### src/rtl/s_memory_arbiter_pkg.sv
// Shared constants and types for the RC4 S-memory arbiter.
package s_memory_pkg;

  localparam int unsigned NUM_REQ = 3;
  localparam int unsigned ADDR_W  = 8;
  localparam int unsigned DATA_W  = 8;
  localparam int unsigned IDX_W   = $clog2(NUM_REQ);

  // Requester indices
  localparam int unsigned REQ_INIT    = 0;
  localparam int unsigned REQ_SHUFFLE = 1;
  localparam int unsigned REQ_DECRYPT = 2;

  typedef enum logic {
    IDLE,
    OWNED
  } arb_state_t;

  // Index of the set bit in a one-hot (or zero) vector
  function automatic logic [IDX_W-1:0] onehot_to_idx(input logic [NUM_REQ-1:0] oh);
    logic [IDX_W-1:0] idx;
    idx = '0;
    for (int unsigned i = 0; i < NUM_REQ; i++) begin
      if (oh[i]) idx = idx | IDX_W'(i);
    end
    return idx;
  endfunction

endpackage

### src/rtl/s_memory_arbiter_if.sv
// Engine-side and RAM-side bus of the S-memory arbiter.
interface s_memory_arbiter_if
  import s_memory_pkg::*;
();

  logic [NUM_REQ-1:0]        req;
  logic [NUM_REQ-1:0]        we;
  logic [NUM_REQ*ADDR_W-1:0] addr;
  logic [NUM_REQ*DATA_W-1:0] wdata;
  logic [NUM_REQ-1:0]        grant;
  logic [NUM_REQ-1:0]        rdata_valid;
  logic [DATA_W-1:0]         rdata;
  logic                      busy;
  logic [ADDR_W-1:0]         mem_address;
  logic [DATA_W-1:0]         mem_data;
  logic                      mem_wren;
  logic [DATA_W-1:0]         mem_q;

  // Phase engines plus RAM instance
  modport master (
    output req, we, addr, wdata, mem_q,
    input  grant, rdata_valid, rdata, busy, mem_address, mem_data, mem_wren
  );

  // Arbiter
  modport slave (
    input  req, we, addr, wdata, mem_q,
    output grant, rdata_valid, rdata, busy, mem_address, mem_data, mem_wren
  );

endinterface

### src/rtl/s_memory_arbiter_rr_priority_picker.sv
// Round-robin picker: first requester strictly after the pointer, wrapping.
module rr_priority_picker
  import s_memory_pkg::*;
(
  input  logic [NUM_REQ-1:0] req_i,
  input  logic [IDX_W-1:0]   ptr_i,
  output logic [NUM_REQ-1:0] win_o,
  output logic               found_o
);

  // Scan ptr+1 .. ptr+NUM_REQ; the pointer itself is checked last
  always_comb begin
    int unsigned idx;
    win_o   = '0;
    found_o = 1'b0;
    idx     = 0;
    for (int unsigned off = 1; off <= NUM_REQ; off++) begin
      idx = (int'(ptr_i) + off) % NUM_REQ;
      if (!found_o && req_i[IDX_W'(idx)]) begin
        win_o[IDX_W'(idx)] = 1'b1;
        found_o            = 1'b1;
      end
    end
  end

endmodule

### src/rtl/s_memory_arbiter.sv
// Round-robin ownership arbiter for the single-port RC4 S-memory.
module s_memory_arbiter
  import s_memory_pkg::*;
#(
  parameter int unsigned RD_LAT = 1
) (
  input  logic             clk,
  input  logic             reset_n,
  s_memory_arbiter_if.slave bus
);

  arb_state_t                       state_q;
  logic [NUM_REQ-1:0]               grant_q;
  logic [IDX_W-1:0]                 ptr_q;
  logic [NUM_REQ-1:0]               rvalid_q;
  logic [DATA_W-1:0]                rdata_q;
  logic [RD_LAT-1:0]                rd_vld_q;
  logic [RD_LAT-1:0][IDX_W-1:0]     rd_tag_q;

  logic [IDX_W-1:0]   owner_idx;
  logic [IDX_W-1:0]   pick_ptr;
  logic [NUM_REQ-1:0] pick_win;
  logic               pick_found;
  logic               access_vld;
  logic               rd_issue;

  assign owner_idx = onehot_to_idx(grant_q);

  // While owned, search starts after the current owner so a handover skips it
  assign pick_ptr = (state_q == OWNED) ? owner_idx : ptr_q;

  rr_priority_picker u_picker (
    .req_i   (bus.req),
    .ptr_i   (pick_ptr),
    .win_o   (pick_win),
    .found_o (pick_found)
  );

  // Ownership FSM: grant and RR pointer are registered outputs
  always_ff @(posedge clk or negedge reset_n) begin
    if (!reset_n) begin
      state_q <= IDLE;
      grant_q <= '0;
      ptr_q   <= IDX_W'(REQ_DECRYPT); // requester 0 wins first
    end else begin
      unique case (state_q)
        IDLE: begin
          if (pick_found) begin
            state_q <= OWNED;
            grant_q <= pick_win;
          end
        end
        OWNED: begin
          if (!(|(bus.req & grant_q))) begin
            ptr_q <= owner_idx;
            if (pick_found) begin
              grant_q <= pick_win;
            end else begin
              state_q <= IDLE;
              grant_q <= '0;
            end
          end
        end
        default: begin
          state_q <= IDLE;
          grant_q <= '0;
        end
      endcase
    end
  end

  // Forward the owner's bus to the RAM only while it still requests
  always_comb begin
    access_vld      = |(bus.req & grant_q);
    bus.mem_address = '0;
    bus.mem_data    = '0;
    bus.mem_wren    = 1'b0;
    rd_issue        = 1'b0;
    if (access_vld) begin
      bus.mem_address = bus.addr[int'(owner_idx)*ADDR_W +: ADDR_W];
      bus.mem_data    = bus.wdata[int'(owner_idx)*DATA_W +: DATA_W];
      bus.mem_wren    = bus.we[owner_idx];
      rd_issue        = !bus.we[owner_idx];
    end
  end

  // Read-tag pipeline: the issuer tag travels with the read so it completes
  // to the right requester even after ownership has moved on
  always_ff @(posedge clk or negedge reset_n) begin
    if (!reset_n) begin
      rd_vld_q <= '0;
      rd_tag_q <= '0;
      rvalid_q <= '0;
      rdata_q  <= '0;
    end else begin
      rd_vld_q[0] <= rd_issue;
      rd_tag_q[0] <= owner_idx;
      for (int unsigned i = 1; i < RD_LAT; i++) begin
        rd_vld_q[i] <= rd_vld_q[i-1];
        rd_tag_q[i] <= rd_tag_q[i-1];
      end
      rvalid_q <= '0;
      if (rd_vld_q[RD_LAT-1]) begin
        rvalid_q[rd_tag_q[RD_LAT-1]] <= 1'b1;
        rdata_q                      <= bus.mem_q;
      end
    end
  end

  assign bus.grant       = grant_q;
  assign bus.busy        = |grant_q;
  assign bus.rdata_valid = rvalid_q;
  assign bus.rdata       = rdata_q;

endmodule
### src/flat_wrapper.sv
// flat-port wrapper written by rule: the top's interface ports become plain ports
module s_memory_arbiter_flat import s_memory_pkg::*;
#(
  parameter int unsigned RD_LAT = 1
)
  (clk, reset_n, bus_req, bus_we, bus_addr, bus_wdata, bus_mem_q, bus_grant, bus_rdata_valid, bus_rdata, bus_busy, bus_mem_address, bus_mem_data, bus_mem_wren);
  s_memory_arbiter_if bus_i ();
  input  logic clk;
  input  logic reset_n;
  input wire logic [$bits(bus_i.req)-1:0] bus_req;
  input wire logic [$bits(bus_i.we)-1:0] bus_we;
  input wire logic [$bits(bus_i.addr)-1:0] bus_addr;
  input wire logic [$bits(bus_i.wdata)-1:0] bus_wdata;
  input wire logic [$bits(bus_i.mem_q)-1:0] bus_mem_q;
  output wire logic [$bits(bus_i.grant)-1:0] bus_grant;
  output wire logic [$bits(bus_i.rdata_valid)-1:0] bus_rdata_valid;
  output wire logic [$bits(bus_i.rdata)-1:0] bus_rdata;
  output wire logic [$bits(bus_i.busy)-1:0] bus_busy;
  output wire logic [$bits(bus_i.mem_address)-1:0] bus_mem_address;
  output wire logic [$bits(bus_i.mem_data)-1:0] bus_mem_data;
  output wire logic [$bits(bus_i.mem_wren)-1:0] bus_mem_wren;
  assign bus_i.req = bus_req;
  assign bus_i.we = bus_we;
  assign bus_i.addr = bus_addr;
  assign bus_i.wdata = bus_wdata;
  assign bus_i.mem_q = bus_mem_q;
  assign bus_grant = bus_i.grant;
  assign bus_rdata_valid = bus_i.rdata_valid;
  assign bus_rdata = bus_i.rdata;
  assign bus_busy = bus_i.busy;
  assign bus_mem_address = bus_i.mem_address;
  assign bus_mem_data = bus_i.mem_data;
  assign bus_mem_wren = bus_i.mem_wren;
  s_memory_arbiter #(.RD_LAT(RD_LAT)) u_core (.clk(clk), .reset_n(reset_n), .bus(bus_i));
endmodule
### config.mk
export PLATFORM = sky130hd
export DESIGN_NAME = s_memory_arbiter_flat
export DESIGN_NICKNAME = d
export VERILOG_FILES = /design/src/rtl/s_memory_arbiter_pkg.sv /design/src/rtl/s_memory_arbiter_if.sv /design/src/rtl/s_memory_arbiter_rr_priority_picker.sv /design/src/rtl/s_memory_arbiter.sv /design/src/flat_wrapper.sv
export SDC_FILE = /design/constraint.sdc
export NUM_CORES = 1
export LEC_CHECK = 0
export ABC_AREA = 1
export CORE_AREA = 4 4 69 83
export DETAILED_ROUTE_END_ITERATION = 8
export DIE_AREA = 0 0 73 87
export GPL_TIMING_DRIVEN = 0
export PLACE_DENSITY = 0.71
export SLEW_MARGIN = 20
export SYNTH_ARGS = -nofsm -noshare
export SYNTH_HDL_FRONTEND = slang
export SYNTH_HIERARCHICAL = 1
export SYNTH_SLANG_ARGS = --single-unit
### constraint.sdc
create_clock -name clk -period 4 [get_ports clk]
set_input_delay 1 -clock clk [delete_from_list [all_inputs] [get_ports clk]]
set_output_delay 1 -clock clk [all_outputs]
set_load 0.02 [all_outputs]
After elaboration in Yosys (flattened, before gate mapping)
Index checks and enable logic that the tools add are counted.
W data, S select, Z words.

storage, ports and cells
  flip-flop bits (word level) = 20
  latch bits = 0
  RAM bits = 0
  memory bits (read-only) = 0
  bits of input ports = 64
  logic and storage cells = 81
  memories = 0

operators by class
  add/subtract/negate cells = 3
  multiply operators = 0
  divide/modulo/power cells = 3
  magnitude comparators = 9
  eq/ne operators = 2
  shift operators = 2
  muxes and demuxes = 37
  bitwise gates (word level) = 5
  reduce and logical (&&, ||, !) cells = 13

operator list
  operator                 count
  $mod A32 B2 Y32 const B  3
  $shiftx A24 B6 Y8        2
  $mux W3                  7
  $mux W1                  16
  $mux W8                  2
  $lt A2 B3 Y1 const B     5
  $bmux W1 S2              4
  $demux W1 S2             4
  $ge A2 B1 Y1 const B     4
  $add A2 B2 Y3 const B    2
  $logic_and A1 B1 Y1      6
  $or A3 B3 Y3             2
  $pmux W3 S2              1
  $reduce_or A3 Y1         2
  $mux W2                  2
  $reduce_and A2 Y1        2
  $add A2 B1 Y3 const B    1
  $and A3 B3 Y3            1
  $logic_not A1 Y1         3
  $ne A2 B1 Y1 const B     1
  $ne A2 B2 Y1 const B     1
  $not A1 Y1               2
  $pmux W1 S2              1

Depth between registers and ports, before layout
Gate-level depths: netlist of run 1.

  depth in word-level cells = 17
  mapped depth = 15

Modules after synthesis
The synthesis of run 1 kept the hierarchy.

modules (own cells, without submodules)
  module              times used  cells an instance  area an instance (um^2)  sequential area each (um^2)
  s_memory_arbiter    1           179                1209.9                   501.7
  rr_priority_picker  1           47                 272.8                    0.0

Worst setup path before layout of run 1
OpenSTA, ideal clock, no wires.

  path kind = input to output
  from = in bus_req[1]
  to = out bus_mem_address[0]
  arrival time = 1745 ps
  slack = 1255 ps
  stages on the path = 5
  path through = nand2_1 -> nand3_2 -> inv_2 -> buf_2 -> a21oi_1

on the way
  word-level cells in the longest chain between the ends = 3

ends and longest elaborated chain
  item              RTL line                source
  from (decl)       flat_wrapper.sv:10      input wire logic [$bits(bus_i.req)-1:0] bus_req;
  $and A3 B3 Y3     s_memory_arbiter.sv:74  access_vld = |(bus.req & grant_q);
  $reduce_or A3 Y1  s_memory_arbiter.sv:74
  $mux W8           s_memory_arbiter.sv:79  if (access_vld) begin
  to (decl)         flat_wrapper.sv:19      output wire logic [$bits(bus_i.mem_address)-1:0] bus_mem_address;

Every way passes these cells.

Worst setup path after layout of run 1
  from = in bus_req[2]
  to = out bus_mem_address[1]

The elaborated chain is that of the path after synthesis.

==> results.py, run 1 <==
metrics = {
    "yosys": {
        "ys_ff_latch": 20,
        "syn_inst": 226,
        "syn_area_mm2": 0.00148,
        "syn-num-nets": 294,
        "ys_seq_area_frac": 0.338,
        "yosys_warnings": 6,
        "ys_types": 26,
        "synth_area_per_cell_um2": 6.56,
    },
    "sta": {
        "relSlewSlack": 0.417,
        "finClkSkew_ns": 0.00262,
        "grt_setup_unrepaired": "no",
        "setup_tns_ns": 0,
        "final-setup-viol-count": 0,
        "min_period_ns": 3.82,
        "finalCritPeriodShare": 0.956,
        "worst_pin_slew_ns": 0.872,
        "maxSlewViolCount": 0,
        "hold_violations": 0,
        "fmaxAchievable_mhz": 262,
    },
    "setup_path": {
        "cpMaxStageDelayCell": "clkdlybuf4s50_1",
        "path_cells": "clkdlybuf4s50_1 > nand2_1 > nand3_2 > inv_2 > buf_2 > a21oi_1 > clkdlybuf4s50_1",
        "critical_path.startpoint_type": "primary input",
        "crit_path_max_incr_delay_ns": 0.62,
        "crit_type": "in2out",
        "cp_max_fo": 10,
        "required_ns": 3.00,
        "end_kind": "output port",
        "critical_path_buf_inv_count": 4,
        "arrival_ns": 2.82,
        "critical_path.top_delay_family": "buffers and inverters",
        "crit_top_cell": "clkdlybuf4s50_1",
    },
    "power": {
        "p_seq_frac": 0.189,
        "ir_worst_vdd_v": 0.000377,
        "power_leakage_nw": 1.16,
        "intPower_w": 0.000961,
        "swShare": 0.467,
        "p_clk_frac": 0.109,
        "p_comb_frac": 0.702,
        "power_density_mw_per_mm2": 698,
        "switchingPower_w": 0.000841,
    },
    "clocking": {
        "clockBufferDepth": 2,
        "cts_root_buffer": "clkbuf_8",
        "clock-sinks": 20,
        "cts_tree": "done",
        "hold_buffers": 0,
        "htreeDepth": 1,
        "cts_setup_buffers": 0,
        "cts_resized": 0,
        "cts_buffers": 3,
        "clk_pin_slew_ns": 0.07,
        "clk_latency_ns": 0.25,
    },
    "finish": {
        "syn_to_final_growth_pct": 74.0,
        "nFillCells": 476,
        "drive_gt1_frac": 0.0831,
        "multiInputGateArea_um2": 848,
        "fin_nets": 394,
        "most-common-layout-cells": "clkdlybuf4s50_1 (95), nand2_1 (73), nor2_1 (35), dfrtp_1 (19), a21oi_1 (18)",
        "antennaDiodeCount": 0,
        "final_common_cell": "clkdlybuf4s50_1",
        "seqCellArea_um2": 502,
        "fin_cells": 385,
    },
    "routing": {
        "drt_first_iter_violations": 53,
        "dr.pass1.iters": 4,
        "drcViolationCount": 0,
        "wirelength_um": 4620,
        "postRouteAntennaNets": 0,
        "wire_per_inst_um": 12.0,
        "post_drt_via_cell_ratio": 4.59,
        "vias": 1768,
    },
    "run_status": {
        "status": "complete, no violations",
    },
    "floorplan": {
        "start_util": 0.300,
        "die_y_um": 87,
        "design.core.area_mm2": 0.00494,
        "ios": 96,
        "die-area_mm2": 0.00635,
        "die-width_um": 73,
        "fp-row-count": 28,
    },
    "grt": {
        "grt_max_degree": 21,
        "grt_pass1_wl_um": 7290,
        "antenna_found_initial": 0,
        "first_global_vias": 1694,
        "grt.total_usage": 0.142,
        "grt.overflow.total": 0,
    },
    "placement": {
        "dp_cells": 381,
        "dp_hpwl_um": 3740,
        "routabilityCongestion": 0.838,
        "numPortBuffers": 95,
    },
    "job": {
        "drv_cap": 0,
    },
    "worst_hold_path": {
        "hold_class": "reg2reg",
    },
}
-- worst register-to-register path, delay by kind of cell (launching register included) --
kind,cells,cell delay (ns)
simple gates,9,0.85
flops,1,0.51
buf+inv,4,0.47
fa+ha+maj,1,0.41
compound gates,1,0.32
-- worst paths after layout --
| kind | end | slack (ns) | startpoint | depth (start not counted) |
|---|---|---|---|---|
| min in group asynchronous | u_core/rd_tag_q[0]$_DFF_PN0_ | 1.24 | reset_n | 1 |
| max reg2reg | u_core/bus.grant[0]$_DFFE_PN0P_ | 1.37 | u_core/bus.grant[1]$_DFFE_PN0P_ | 15 |
| min reg2reg | u_core/rd_tag_q[1]$_DFF_PN0_ | 0.43 | u_core/bus.grant[2]$_DFFE_PN0P_ | 0 |
| max | bus_mem_address[1] | 0.18 | bus_req[2] | 7 |
| min | u_core/rd_tag_q[1]$_DFF_PN0_ | 0.43 | u_core/bus.grant[2]$_DFFE_PN0P_ | 0 |
| max in group asynchronous | u_core/bus.grant[0]$_DFFE_PN0P_ | 2.23 | reset_n | 1 |
-- power groups by stage --
stage | combinational (W) | clock, W | sequential [W]
2_1_floorplan | 0.000741 | 0 | 0.000405
4_1_cts | 0.00128 | 0.000205 | 0.000341
3_3_place_gp | 0.00126 | 0 | 0.000341
6_report | 0.00126 | 0.000196 | 0.000341
5_1_grt | 0.00140 | 0.000211 | 0.000349
3_5_place_dp | 0.00128 | 0 | 0.000344
-- kinds of logic (layout without fill, tap and decap cells) --
| logic type | count (synthesis) | after routing | share of synthesized area |
|---|---|---|---|
| and+or+nand+nor | 137 | 137 | 0.406 |
| AOI/OAI and AO/OA | 39 | 39 | 0.132 |
| buffers and inverters | 26 | 125 | 0.0894 |
| DFF | 20 | 20 | 0.338 |
| adders and majority gates | 4 | 4 | 0.0338 |
-- cell usage after synthesis (all sizes together) --
cell / count / area, µm²
inv: 16 / 60.1
a31oi: 1 / 6.26
a21oi: 18 / 90.1
nor3: 1 / 5.00
nand2: 78 / 315
nand3: 16 / 95.1
ha: 4 / 50.1
nand4: 3 / 18.8
clkbuf: 1 / 5.00
clkinv: 1 / 3.75
dfstp: 1 / 26.3
buf: 8 / 63.8
nor3b: 1 / 7.51
o21ai: 20 / 100
dfrtp: 19 / 475
nor2: 38 / 160
-- flip-flops by register name, summed over array words and instances (netlist names) --
name / flops
u_core/rd_vld_q: 1
u_core/ptr_q: 2
u_core/state_q: 1
u_core/bus.grant: 3
u_core/rd_tag_q: 2
u_core/bus.rdata_valid: 3
u_core/bus.rdata: 8
-- stage by stage --
step           cell area (µm²)  total power [W]  setup WS [ns]  utilization  hold slack [ns]
2_1_floorplan             1480          0.00115           1.26            -            0.415
3_3_place_gp              2510          0.00160          0.186        0.508            0.403
3_5_place_dp              2510          0.00162          0.173        0.508            0.412
4_1_cts                   2580          0.00183          0.177        0.522            0.429
5_1_grt                   2580          0.00196         0.0589        0.522            0.447
6_report                  2580          0.00180          0.177        0.522            0.426
-- layout make-up --
type | instances | share of cell area
buffer | 9 | 0.0267
clock buffer | 3 | 0.0160
sequential | 20 | 0.194
inverter | 17 | 0.0247
multi-input combinational | 180 | 0.329
clock inverter | 1 | 0.0116
timing repair buffer | 95 | 0.369
tap | 60 | 0.0291
-- metal layers --
layer | track usage | vias up | wire (µm)
met4 | 0.0671 | 0 | 71
li1 | - | 919 | -
met1 | 0.158 | 794 | 1850
met5 | 0 | - | 0
met2 | 0.260 | 49 | 2440
met3 | 0.0173 | 6 | 259
Note: power is estimated with default switching activity, not from simulation.
==> run 2, diff against run 1 <==
--- a/config.mk
+++ b/config.mk
@@ -6,13 +6,12 @@
 export NUM_CORES = 1
 export LEC_CHECK = 0
 export ABC_AREA = 1
-export CORE_AREA = 4 4 69 83
+export CORE_AREA = 4 4 70 84
 export DETAILED_ROUTE_END_ITERATION = 8
-export DIE_AREA = 0 0 73 87
+export DIE_AREA = 0 0 74 88
 export GPL_TIMING_DRIVEN = 0
-export PLACE_DENSITY = 0.71
+export PLACE_DENSITY = 0.7
 export SLEW_MARGIN = 20
 export SYNTH_ARGS = -nofsm -noshare
 export SYNTH_HDL_FRONTEND = slang
-export SYNTH_HIERARCHICAL = 1
 export SYNTH_SLANG_ARGS = --single-unit
==> run 2 against run 1 <==
Final cell count up 1.6%. Utilization rose by 0.72 points. Hold slack improved by 0.016 ns. Clock skew up 0.0014 ns. Largest cell class unchanged.
==> results.py, run 2 <==
metrics = {
    "yosys": {
        "ys_seq_area_frac": 0.328,
        "synth_fa_ha_area_frac": 0.0327,
        "synth_top_area_share": 0.311,
        "syn-num-nets": 300,
        "synthMuxAreaShare": 0,
        "ys_top_cells_by_count": "nand2_1 (77), nor2_1 (36), dfrtp_1 (19)",
        "yosys.area_share.simple": 0.420,
        "synth_area_per_cell_um2": 6.60,
        "synth_compound_area_frac": 0.135,
        "ys_types": 29,
        "synthFlopType": "dfrtp_1",
        "synth_area_leader_cell": "dfrtp_1",
        "yosys_warnings": 0,
        "syn_inst": 232,
        "synth_top_family_by_area": "simple AND/OR/NAND/NOR gates",
        "synthArstFlopShare": 1.00,
        "syn_area_mm2": 0.00153,
        "synthXorXnorAreaFrac": 0,
        "ys_ff_latch": 20,
        "synth_edf_count": 0,
        "synth.area.top_cells": "dfrtp_1 (31%), nand2_1 (19%), nor2_1 (8.8%)",
        "yosysMostFrequentCell": "nand2_1",
    },
    "grt": {
        "grt_pass1_wl_um": 7320,
        "grt_max_degree": 21,
        "grt.overflow.total": 0,
        "antenna_found_initial": 0,
        "grt.total_usage": 0.136,
        "first_global_vias": 1740,
    },
    "placement": {
        "routabilityCongestion": 0.810,
        "numPortBuffers": 95,
        "dp_hpwl_um": 3760,
    },
    "clocking": {
        "htreeDepth": 1,
        "clk_pin_slew_ns": 0.08,
        "hold_buffers": 0,
        "clk_latency_ns": 0.26,
        "cts_resized": 0,
        "cts_buffers": 3,
        "cts_tree": "done",
        "cts_root_buffer": "clkbuf_8",
        "cts_setup_buffers": 0,
        "clock-sinks": 20,
        "clockBufferDepth": 2,
    },
    "setup_path": {
        "critical_path.startpoint_type": "primary input",
        "crit_path_max_incr_delay_ns": 0.62,
        "cpMaxStageDelayCell": "clkdlybuf4s50_1",
        "crit_type": "in2out",
        "end_kind": "output port",
        "path_cells": "clkdlybuf4s50_1 > nand2_1 > nand3_1 > inv_2 > a21oi_1 > clkdlybuf4s50_1",
        "crit_top_cell": "clkdlybuf4s50_1",
        "regToRegSetupSlack_ns": 1.61,
        "critical_path.top_delay_family": "buffers and inverters",
        "cp_max_fo": 9,
        "arrival_ns": 2.71,
        "required_ns": 3.00,
        "critical_path_buf_inv_count": 3,
    },
    "sta": {
        "grt_setup_unrepaired": "no",
        "fmaxAchievable_mhz": 270,
        "finalCritPeriodShare": 0.927,
        "finClkSkew_ns": 0.00406,
        "maxSlewViolCount": 0,
        "hold_violations": 0,
        "relSlewSlack": 0.423,
        "worst_pin_slew_ns": 0.863,
        "min_period_ns": 3.71,
        "final-setup-viol-count": 0,
        "setup_tns_ns": 0,
    },
    "finish": {
        "seqCellArea_um2": 502,
        "nFillCells": 494,
        "largest_reg_flops": 8,
        "fin_util": 0.529,
        "antennaDiodeCount": 0,
        "final_common_cell": "clkdlybuf4s50_1",
        "drive_gt1_frac": 0.0937,
        "most-common-layout-cells": "clkdlybuf4s50_1 (85), nand2_1 (77), nor2_1 (36), dfrtp_1 (19), a21oi_1 (17)",
        "syn_to_final_growth_pct": 73.3,
        "multiInputGateArea_um2": 900,
        "fin_nets": 400,
    },
    "routing": {
        "dr.pass1.iters": 4,
        "post_drt_via_cell_ratio": 4.60,
        "vias": 1798,
        "wirelength_um": 4700,
        "wire_per_inst_um": 12.0,
        "postRouteAntennaNets": 0,
        "drcViolationCount": 0,
        "drt_first_iter_violations": 40,
    },
    "run_status": {
        "status": "complete, no violations",
    },
    "floorplan": {
        "die-area_mm2": 0.00651,
        "design.core.area_mm2": 0.00501,
        "fp-row-count": 28,
        "ios": 96,
        "start_util": 0.305,
        "die_y_um": 88,
        "die-width_um": 74,
    },
    "worst_hold_path": {
        "hold_class": "reg2reg",
    },
    "power": {
        "ir_worst_vdd_v": 0.000274,
        "power_density_mw_per_mm2": 722,
        "finalPower_w": 0.00191,
        "power_leakage_nw": 1.34,
    },
    "job": {
        "drv_cap": 0,
    },
}
## run 2: worst register-to-register path, stage by stage, from the launching register on
cell and delay (ns):
dfrtp_1 0.45, inv_2 0.09, clkbuf_1 0.37, nand2_1 0.08
o21ai_0 0.19, ha_1 0.32, buf_6 0.14, nand2_1 0.08
nand3_2 0.11, nand2_4 0.11, nand3_2 0.08, nand2_2 0.11
nand2_2 0.06, nand2_1 0.06, nand2_1 0.05
## run 2: layout make-up
cell class,count,share of cell area
Buffer,10,0.0278
Clock buffer,3,0.0156
Clock inverter,1,0.0113
Inverter,14,0.0208
Multi-Input combinational cell,188,0.339
Sequential cell,20,0.189
Tap cell,60,0.0283
Timing Repair Buffer,95,0.368
## run 2: metal layers
metal	global-route usage	vias to the layer above	wire (µm)
met1	0.150	792	1910
met5	0	-	0
met3	0.0299	4	349
li1	-	935	-
met2	0.265	67	2400
met4	0.0214	0	34
## run 2: kinds of logic (layout without fill, tap and decap cells)
| kind of cell | count (synthesis) | count (layout) |
|---|---|---|
| adders and majority gates | 4 | 4 |
| DFF | 20 | 20 |
| buffers and inverters | 24 | 123 |
| AOI/OAI and AO/OA | 39 | 39 |
| and+or+nand+nor | 145 | 145 |
## run 2: final timing paths
check / startpoint / end / cells after the start
min reg2reg: u_core.rd_tag_q[1]$_DFF_PN0_ / u_core.bus.rdata_valid[1]$_DFF_PN0_ / 1
min: u_core.rd_tag_q[1]$_DFF_PN0_ / u_core.bus.rdata_valid[1]$_DFF_PN0_ / 1
max in group asynchronous: reset_n / u_core.bus.rdata[5]$_DFFE_PN0P_ / 1
max reg2reg: u_core.bus.grant[1]$_DFFE_PN0P_ / u_core.bus.grant[2]$_DFFE_PN0P_ / 14
min in group asynchronous: reset_n / u_core.bus.rdata[6]$_DFFE_PN0P_ / 1
max: bus_req[2] / bus_mem_address[0] / 6
## run 2: power by group
group          total (W)  internal [W]  switching, W
clock           0.000201      0.000133     0.0000678
combinational    0.00138      0.000575      0.000802
sequential      0.000336      0.000288     0.0000478
total            0.00191      0.000996      0.000918
## run 2: metrics by stage
stage | setup WS, ns | instances | hold slack, ns | instance area (µm²)
floorplan | 1.25 | 232 | 0.415 | 1530
global placement | 0.0791 | 387 | 0.416 | 2560
detailed placement | 0.0706 | 387 | 0.434 | 2560
CTS | 0.0582 | 391 | 0.443 | 2630
global route | 0.155 | 391 | 0.475 | 2650
finish | 0.290 | 391 | 0.442 | 2650
==> run 3, diff against run 2 <==
==> constraint.sdc (replaced) <==
create_clock -name clk -period 4.5 [get_ports clk]
set_input_delay 1.125 -clock clk [delete_from_list [all_inputs] [get_ports clk]]
set_output_delay 1.125 -clock clk [all_outputs]
set_load 0.02 [all_outputs]
==> run 3 against run 2 <==
Sequential cell count unchanged. Critical path depth increased by 1. Utilization decreased by 0.50 points. Largest cell class unchanged. Largest power group unchanged.
==> results.py, run 3 (synthesis gave the netlist of run 2 again) <==
metrics = {
    "floorplan": {
        "ios": 96,
        "design.core.area_mm2": 0.00501,
        "die-area_mm2": 0.00651,
        "die_y_um": 88,
        "die-width_um": 74,
        "fp-row-count": 28,
        "start_util": 0.305,
    },
    "setup_path": {
        "critical_path.startpoint_type": "primary input",
        "crit_type": "in2out",
        "required_ns": 3.38,
        "r2r-end": "u_core.bus.grant[2]$_DFFE_PN0P_",
        "arrival_ns": 3.04,
        "rr_startpoint": "u_core.bus.grant[1]$_DFFE_PN0P_",
        "rr_worst_depth": 14,
        "cp_max_fo": 10,
        "end_kind": "output port",
        "regToRegSetupSlack_ns": 2.12,
    },
    "clocking": {
        "cts_tree": "done",
        "clockBufferDepth": 2,
        "cts_buffers": 3,
        "cts_setup_buffers": 0,
        "clk_latency_ns": 0.25,
        "htreeDepth": 1,
        "clock-sinks": 20,
        "cts_resized": 0,
        "hold_buffers": 0,
        "clk_pin_slew_ns": 0.08,
        "cts_root_buffer": "clkbuf_8",
    },
    "placement": {
        "routabilityCongestion": 0.810,
        "dp_hpwl_um": 3760,
        "numPortBuffers": 95,
    },
    "power": {
        "p_clk_frac": 0.104,
        "p_comb_frac": 0.721,
        "p_seq_frac": 0.175,
        "intPower_w": 0.000892,
        "power_leakage_nw": 1.18,
        "switchingPower_w": 0.000817,
        "power_density_mw_per_mm2": 651,
        "ir_worst_vdd_v": 0.000253,
        "finalPower_w": 0.00171,
        "swShare": 0.478,
    },
    "finish": {
        "largest_reg_flops": 8,
        "fin_util": 0.524,
        "fin_nets": 400,
        "final_common_cell": "clkdlybuf4s50_1",
        "most-common-layout-cells": "clkdlybuf4s50_1 (95), nand2_1 (77), nor2_1 (36), dfrtp_1 (19), a21oi_1 (17)",
        "antennaDiodeCount": 0,
        "syn_to_final_growth_pct": 71.7,
        "drive_gt1_frac": 0.0937,
    },
    "worst_hold_path": {
        "min_path_cells": 1,
        "hold_class": "reg2reg",
        "hold_path_startpoint": "u_core.rd_tag_q[1]$_DFF_PN0_",
        "whs_endpoint": "u_core.bus.rdata_valid[1]$_DFF_PN0_",
    },
    "job": {
        "drv_cap": 0,
    },
    "sta": {
        "worst_pin_slew_ns": 0.869,
        "grt_setup_unrepaired": "no",
        "finClkSkew_ns": 0.00359,
        "setup_tns_ns": 0,
        "finalCritPeriodShare": 0.926,
        "hold_violations": 0,
        "final-setup-viol-count": 0,
        "min_period_ns": 4.17,
        "fmaxAchievable_mhz": 240,
        "relSlewSlack": 0.419,
        "worst_hold_slack_ns": 0.442,
        "maxSlewViolCount": 0,
    },
    "routing": {
        "post_drt_via_cell_ratio": 4.61,
        "postRouteAntennaNets": 0,
        "wirelength_um": 4680,
        "wire_per_inst_um": 12.0,
        "drcViolationCount": 0,
        "dr.pass1.iters": 4,
        "vias": 1802,
        "drt_first_iter_violations": 37,
    },
    "grt": {
        "grt_pass1_wl_um": 7320,
        "grt.overflow.total": 0,
        "first_global_vias": 1740,
        "grt_max_degree": 21,
        "grt.total_usage": 0.136,
        "antenna_found_initial": 0,
    },
    "run_status": {
        "status": "complete, no violations",
    },
}
-- run 3: changes by cell type in the layout (fill, tap and decap cells not counted), sizes merged --
cell and delta:
clkdlybuf4s50 +10, dlymetal6s2s -10
-- run 3: final cells by class --
type,instances,area [µm²]
fillers,496,2380
repair buffers,95,951
multi-input cells,188,900
flip-flops and latches,20,502
well taps,60,75.1
plain buffers,10,73.8
inverters,14,55.1
clock buffers,3,41.3
clock inverters,1,30.0
-- run 3: how the worst max path moves through the flow --
stage / start / to / slack [ns]
after floorplan: bus_req[2] / bus_mem_address[5] / 1.50
after global placement: bus_req[2] / bus_mem_data[3] / 0.33
after detailed placement: bus_req[2] / bus_mem_data[3] / 0.32
after CTS: bus_req[2] / bus_mem_data[3] / 0.31
after global routing: bus_req[2] / bus_mem_data[6] / 0.17
final: bus_req[2] / bus_mem_data[3] / 0.33
-- run 3: critical path: stages --
cell             delay, ns
clkdlybuf4s50_1       0.59
nand2_1               0.08
nand3_1               0.15
inv_2                 0.11
buf_2                 0.20
a21oi_1               0.15
clkdlybuf4s50_1       0.63
-- run 3: metal layers --
layer	up-vias	share of wire	global-route usage
li1	935	-	-
met3	4	0.073	0.0299
met4	0	0.0086	0.0214
met1	792	0.41	0.150
met5	-	0	0
met2	71	0.51	0.265
-- run 3: metrics by stage --
stage               setup slack [ns]  area, µm²  instances
CTS                            0.308       2630        391
global route                   0.174       2630        391
global placement               0.329       2560        387
finish                         0.332       2630        391
floorplan                       1.50       1530        232
detailed placement             0.321       2560        387
-- run 3: power by group through the flow --
stage	clock network [W]	registers [W]	logic, W
5_1_grt	0.000189	0.000307	0.00137
2_1_floorplan	0	0.000361	0.000747
3_3_place_gp	0	0.000300	0.00123
4_1_cts	0.000184	0.000300	0.00125
6_report	0.000178	0.000299	0.00123
3_5_place_dp	0	0.000303	0.00124
==> RTL edit 1 (flow settings as in run 3) <==
`RD_LAT` is set to 1 in 2 places; all go to 2.
--- a/src/rtl/s_memory_arbiter.sv
+++ b/src/rtl/s_memory_arbiter.sv
@@ -2,7 +2,7 @@
 module s_memory_arbiter
   import s_memory_pkg::*;
 #(
-  parameter int unsigned RD_LAT = 1
+  parameter int unsigned RD_LAT = 2
 ) (
   input  logic             clk,
   input  logic             reset_n,
--- a/src/flat_wrapper.sv
+++ b/src/flat_wrapper.sv
@@ -1,7 +1,7 @@
 // flat-port wrapper written by rule: the top's interface ports become plain ports
 module s_memory_arbiter_flat import s_memory_pkg::*;
 #(
-  parameter int unsigned RD_LAT = 1
+  parameter int unsigned RD_LAT = 2
 )
   (clk, reset_n, bus_req, bus_we, bus_addr, bus_wdata, bus_mem_q, bus_grant, bus_rdata_valid, bus_rdata, bus_busy, bus_mem_address, bus_mem_data, bus_mem_wren);
   s_memory_arbiter_if bus_i ();
Formal check against the unedited RTL: not equivalent (a bounded check fails within 4 cycles, from zero or initial values and one cycle with reset_n low).
==> RTL edit 1 against run 3 <==
Largest cell class unchanged; power is 1.1% higher; count of clock-buffer cells in the layout is 1 higher; worst setup slack better by 0.033 ns; wire length is 2.3% higher; area after synthesis is 5.8% higher; critical path type unchanged; clock power is 29% lower; via count is 1.7% lower; sequential power is 13% higher; design area is 2.2% higher; sequential cell count is 3 higher; highest routed layer is now met3.
==> RTL edit 1: results (changes against run 3) <==
| Metric | Value |
|---|---|
| Outcome | `completed (unchanged)` |
| GR Util met3 | `0.0367 (was 0.0299)` |
| Max reg flops | `8 (unchanged)` |
| Total track usage | `0.149 (was 0.136)` |
| CTS Buf Count | `3 (unchanged)` |
| Synth area leaders | `dfrtp_1, nand2_1, nor2_1 (unchanged)` |
| Synth Area in Compound Gates | `0.123 (was 0.135)` |
| Crit Path Max Fanout | `10 (unchanged)` |
| Post-route clock skew | `0.00208 ns (was 0.00359 ns)` |
| Worst slack at placement | `0.351 ns (was 0.321 ns)` |
| # H-tree levels | `1 (unchanged)` |
| Gp weighted congestion | `0.812 (was 0.810)` |
| Static Leak | `0.00122 uW (was 0.00118 uW)` |
| Final #Nets | `402 (was 400)` |
| Clock Tree Buf Depth | `2 (unchanged)` |
| Post-DP HPWL | `3810 um (was 3760 um)` |
| Drt total wl | `4780 um (was 4680 um)` |
| Number of diodes | `0 (unchanged)` |
| Post-Synth Adder-Cell Area | `0.0309 (was 0.0327)` |
| TritonRoute pass-1 iters | `4 (unchanged)` |
| Delay-heaviest family, CP | `buffers and inverters (unchanged)` |
| Synth top cells by count | `nand2_1, nor2_1, dfrtp_1, a21oi_1, o21ai_1 (was nand2_1, nor2_1, dfrtp_1, a21oi_1, nand3_1)` |
| Post-synthesis cell type count | `29 (unchanged)` |
| Max stage delay cell, worst path | `clkdlybuf4s50_1 (unchanged)` |
| Initial antenna violation count | `0 (unchanged)` |
| Seq/Total Area, Yosys | `0.356 (was 0.328)` |
| Clock root buffer | `clkbuf_8 (unchanged)` |
| First-pass GRT wire length | `7860 um (was 7320 um)` |
| GRT met1 Usage | `0.182 (was 0.150)` |
| Slowest stage delay, CP | `0.64 ns` |
| Proportion of layout cells with a drive suffix above 1 | `0.108 (was 0.0937)` |
| Largest net degree at the start of global routing | `24 (was 21)` |
| Post-synthesis mux area share | `0 (unchanged)` |
| DR vias | `1,772 (was 1,802)` |
| Reg clk slew, reported paths | `0.08 ns (about the same)` |
| Post-CTS resize count | `0 (unchanged)` |
| Slew Limit Headroom | `0.662 (was 0.419)` |
| XOR/XNOR Fraction of Synth Area | `0 (unchanged)` |
| GRT met2 Usage | `0.268 (was 0.265)` |
| Worst vdd ir | `242 uV (was 253 uV)` |
| Syn nets | `302 (was 300)` |
| # Post-CTS Setup Buffers | `0 (unchanged)` |
| I/O Buffers | `95 (unchanged)` |
| Crit path DAT | `3.01 ns (was 3.04 ns)` |
| HP Class | `reg2reg (unchanged)` |
| Fillers | `467 (was 496)` |
| Initial DRC count | `49 (was 37)` |
## RTL edit 1: where the power goes
part           internal, uW  total (uW)  switching [uW]  leakage, uW
sequential              293         338            44.5     0.000289
clock                  63.1         126            62.8    0.0000228
combinational           525        1260             739     0.000909
total                   882        1730             846      0.00122
## RTL edit 1: layer usage
metal	vias to the layer above	routed length, um	share of wire
li1	943	-	-
met1	768	1960	0.41
met2	61	2420	0.51
met3	0	404	0.084
met4	0	0	0
met5	-	0	0
## RTL edit 1: cell type report
class,instances,share of cell area
well taps,60,0.0280
plain buffers,9,0.0242
flip-flops and latches,23,0.215
repair buffers,95,0.352
inverters,14,0.0205
clock buffers,4,0.0168
multi-input cells,188,0.343
## RTL edit 1: worst paths after layout
| path | to | slack, ns | start | cells past startpoint |
|---|---|---|---|---|
| worst max-delay path | bus_mem_data[4] | 0.36 | bus_req[2] | 7 |
| worst min-delay path | u_core.rd_vld_q[1] | 0.35 | u_core.rd_vld_q[0] | 0 |
| worst max register to register | u_core.bus.grant[1] | 2.19 | u_core.bus.grant[1] | 14 |
| worst min register to register | u_core.rd_vld_q[1] | 0.35 | u_core.rd_vld_q[0] | 0 |
| max in group asynchronous | u_core.ptr_q[1] | 3.32 | reset_n | 1 |
| min in group asynchronous | u_core.bus.rdata[6] | 0.83 | reset_n | 1 |
## RTL edit 1: worst register-to-register path: cells and delay by family (launching register included)
kind	cells	cell delay (ns)
simple gates	9	0.75
flops	1	0.44
compound gates	1	0.18
fa+ha+maj	1	0.30
buf+inv	3	0.54
## RTL edit 1: per-stage QoR
step,cell area (sq um),instances,hold WS (ns)
global route,2690,393,0.363
finish,2690,393,0.355
detailed placement,2650,389,0.337
floorplan,1620,234,0.331
global placement,2650,389,0.334
CTS,2690,393,0.355
## RTL edit 1: cell families after synthesis
kind of cell,after synthesis
and+or+nand+nor,145
adders and majority gates,4
DFF,23
AOI/OAI and AO/OA,39
buffers and inverters,23
==> RTL edit 2 (settings of run 3) <==
Made on the original files. Make the reset (`reset_n`) synchronous in 2 clocked blocks.
--- a/src/rtl/s_memory_arbiter.sv
+++ b/src/rtl/s_memory_arbiter.sv
@@ -37,7 +37,7 @@
   );
 
   // Ownership FSM: grant and RR pointer are registered outputs
-  always_ff @(posedge clk or negedge reset_n) begin
+  always_ff @(posedge clk) begin
     if (!reset_n) begin
       state_q <= IDLE;
       grant_q <= '0;
@@ -86,7 +86,7 @@
 
   // Read-tag pipeline: the issuer tag travels with the read so it completes
   // to the right requester even after ownership has moved on
-  always_ff @(posedge clk or negedge reset_n) begin
+  always_ff @(posedge clk) begin
     if (!reset_n) begin
       rd_vld_q <= '0;
       rd_tag_q <= '0;
Check against the original RTL: differs if reset_n is asserted again (counterexample within 4 cycles, from zero or initial values and one cycle with reset_n low); with reset_n held inactive, the same outputs for 10 cycles.
==> RTL edit 2 against run 3 <==
Register-to-register slack improved by 0.12 ns; wire length rose by 2.3%; sequential cell count did not move; design area fell by 4.6%; sequential power fell by 27%; first-iteration DRC count rose by 11%; count of clock-buffer cells in the layout did not move; synthesized cell count rose by 2.2%; worst setup slack got worse by 0.058 ns; area after synthesis fell by 5.9%; sequential share of layout area fell by 3.1 points; power fell by 38%; critical endpoint is now bus_mem_data[6]; largest cell class unchanged.
==> RTL edit 2: results (changes against run 3) <==
| Metric | Value |
|---|---|
| Largest net degree at the start of global routing | `11 (was 21)` |
| Post-route clock skew | `0.00220 ns (was 0.00359 ns)` |
| Synth Flop Type | `dfxtp_1 (was dfrtp_1)` |
| Reg clk slew, reported paths | `0.06 ns (was 0.08 ns)` |
| Final hold slack | `0.428 ns (was 0.442 ns)` |
| Min-Delay Endpoint | `u_core.bus.rdata_valid[0] (was u_core.bus.rdata_valid[1])` |
| Proportion of layout cells with a drive suffix above 1 | `0.0866 (was 0.0937)` |
| Hold Startpoint | `u_core.rd_tag_q[0] (was u_core.rd_tag_q[1])` |
| Drt total wl | `4780 um (was 4680 um)` |
| Reg-to-reg endpoint | `u_core.bus.grant[0] (was u_core.bus.grant[2])` |
| Gp weighted congestion | `0.799 (was 0.810)` |
| Final #Nets | `405 (was 400)` |
| Syn nets | `305 (was 300)` |
| Outcome | `completed (unchanged)` |
| Slew Limit Headroom | `0.724 (was 0.419)` |
| Fillers | `517 (was 496)` |
| Post-synthesis cell type count | `27 (was 29)` |
| Ys async rst share | `0 (was 1.00)` |
| First-pass GRT wire length | `7440 um (was 7320 um)` |
| Synth Area in Compound Gates | `0.192 (was 0.135)` |
| Crit path DAT | `3.10 ns (was 3.04 ns)` |
| Seq/Total Area, Yosys | `0.278 (was 0.328)` |
| Initial DRC count | `41 (was 37)` |
| Worst reg2reg setup slack | `2.24 ns (was 2.12 ns)` |
| Synth top cells by count | `nor2_1, nand2_1, o21ai_0, dfxtp_1, a21oi_1 (was nand2_1, nor2_1, dfrtp_1, a21oi_1, nand3_1)` |
-- RTL edit 2: worst max-delay path by stage --
stage / from / to / slack [ns]
floorplan: bus_req[2] / bus_mem_address[4] / 1.45
global placement: bus_req[0] / bus_mem_data[1] / 0.27
detailed placement: bus_req[0] / bus_mem_data[1] / 0.25
CTS: bus_req[0] / bus_mem_data[1] / 0.25
global route: bus_req[0] / bus_mem_address[6] / 0.11
finish: bus_req[0] / bus_mem_data[6] / 0.27
-- RTL edit 2: per-stage QoR --
step,power (uW),setup slack [ns],cell area (sq um),instances
2_1_floorplan,717,1.45,1440,237
3_3_place_gp,942,0.272,2470,392
3_5_place_dp,951,0.252,2470,392
4_1_cts,1060,0.249,2510,395
5_1_grt,1150,0.114,2510,395
6_report,1050,0.274,2510,395
-- RTL edit 2: logic make-up after synthesis --
family | Yosys count
AO/OA/AOI/OAI | 53
adder cells (fa/ha/maj) | 4
flip-flops | 20
buffers and inverters | 32
AND/OR/NAND/NOR | 128
-- RTL edit 2: area by class of cell --
class                      instances  area (sq um)  area share
buffer                            11          58.8      0.0235
clock buffer                       3          41.3      0.0165
inverter                          21          81.3      0.0324
multi-input combinational        185           900       0.359
sequential                        20           400       0.160
tap                               60          75.1      0.0299
timing repair buffer              95           951       0.379
-- RTL edit 2: report_power, final --
part | switching [uW] | internal, uW | total [uW]
logic | 420 | 304 | 724
clock network | 49.9 | 59.4 | 109
registers | 16.9 | 202 | 219
-- RTL edit 2: per-layer routing --
metal / vias to the layer above / global-route usage / routed length [um]
met4: 0 / 0.0115 / 0
met2: 75 / 0.256 / 2270
met1: 812 / 0.161 / 1990
li1: 953 / - / -
met5: - / 0 / 0
met3: 0 / 0.0494 / 518
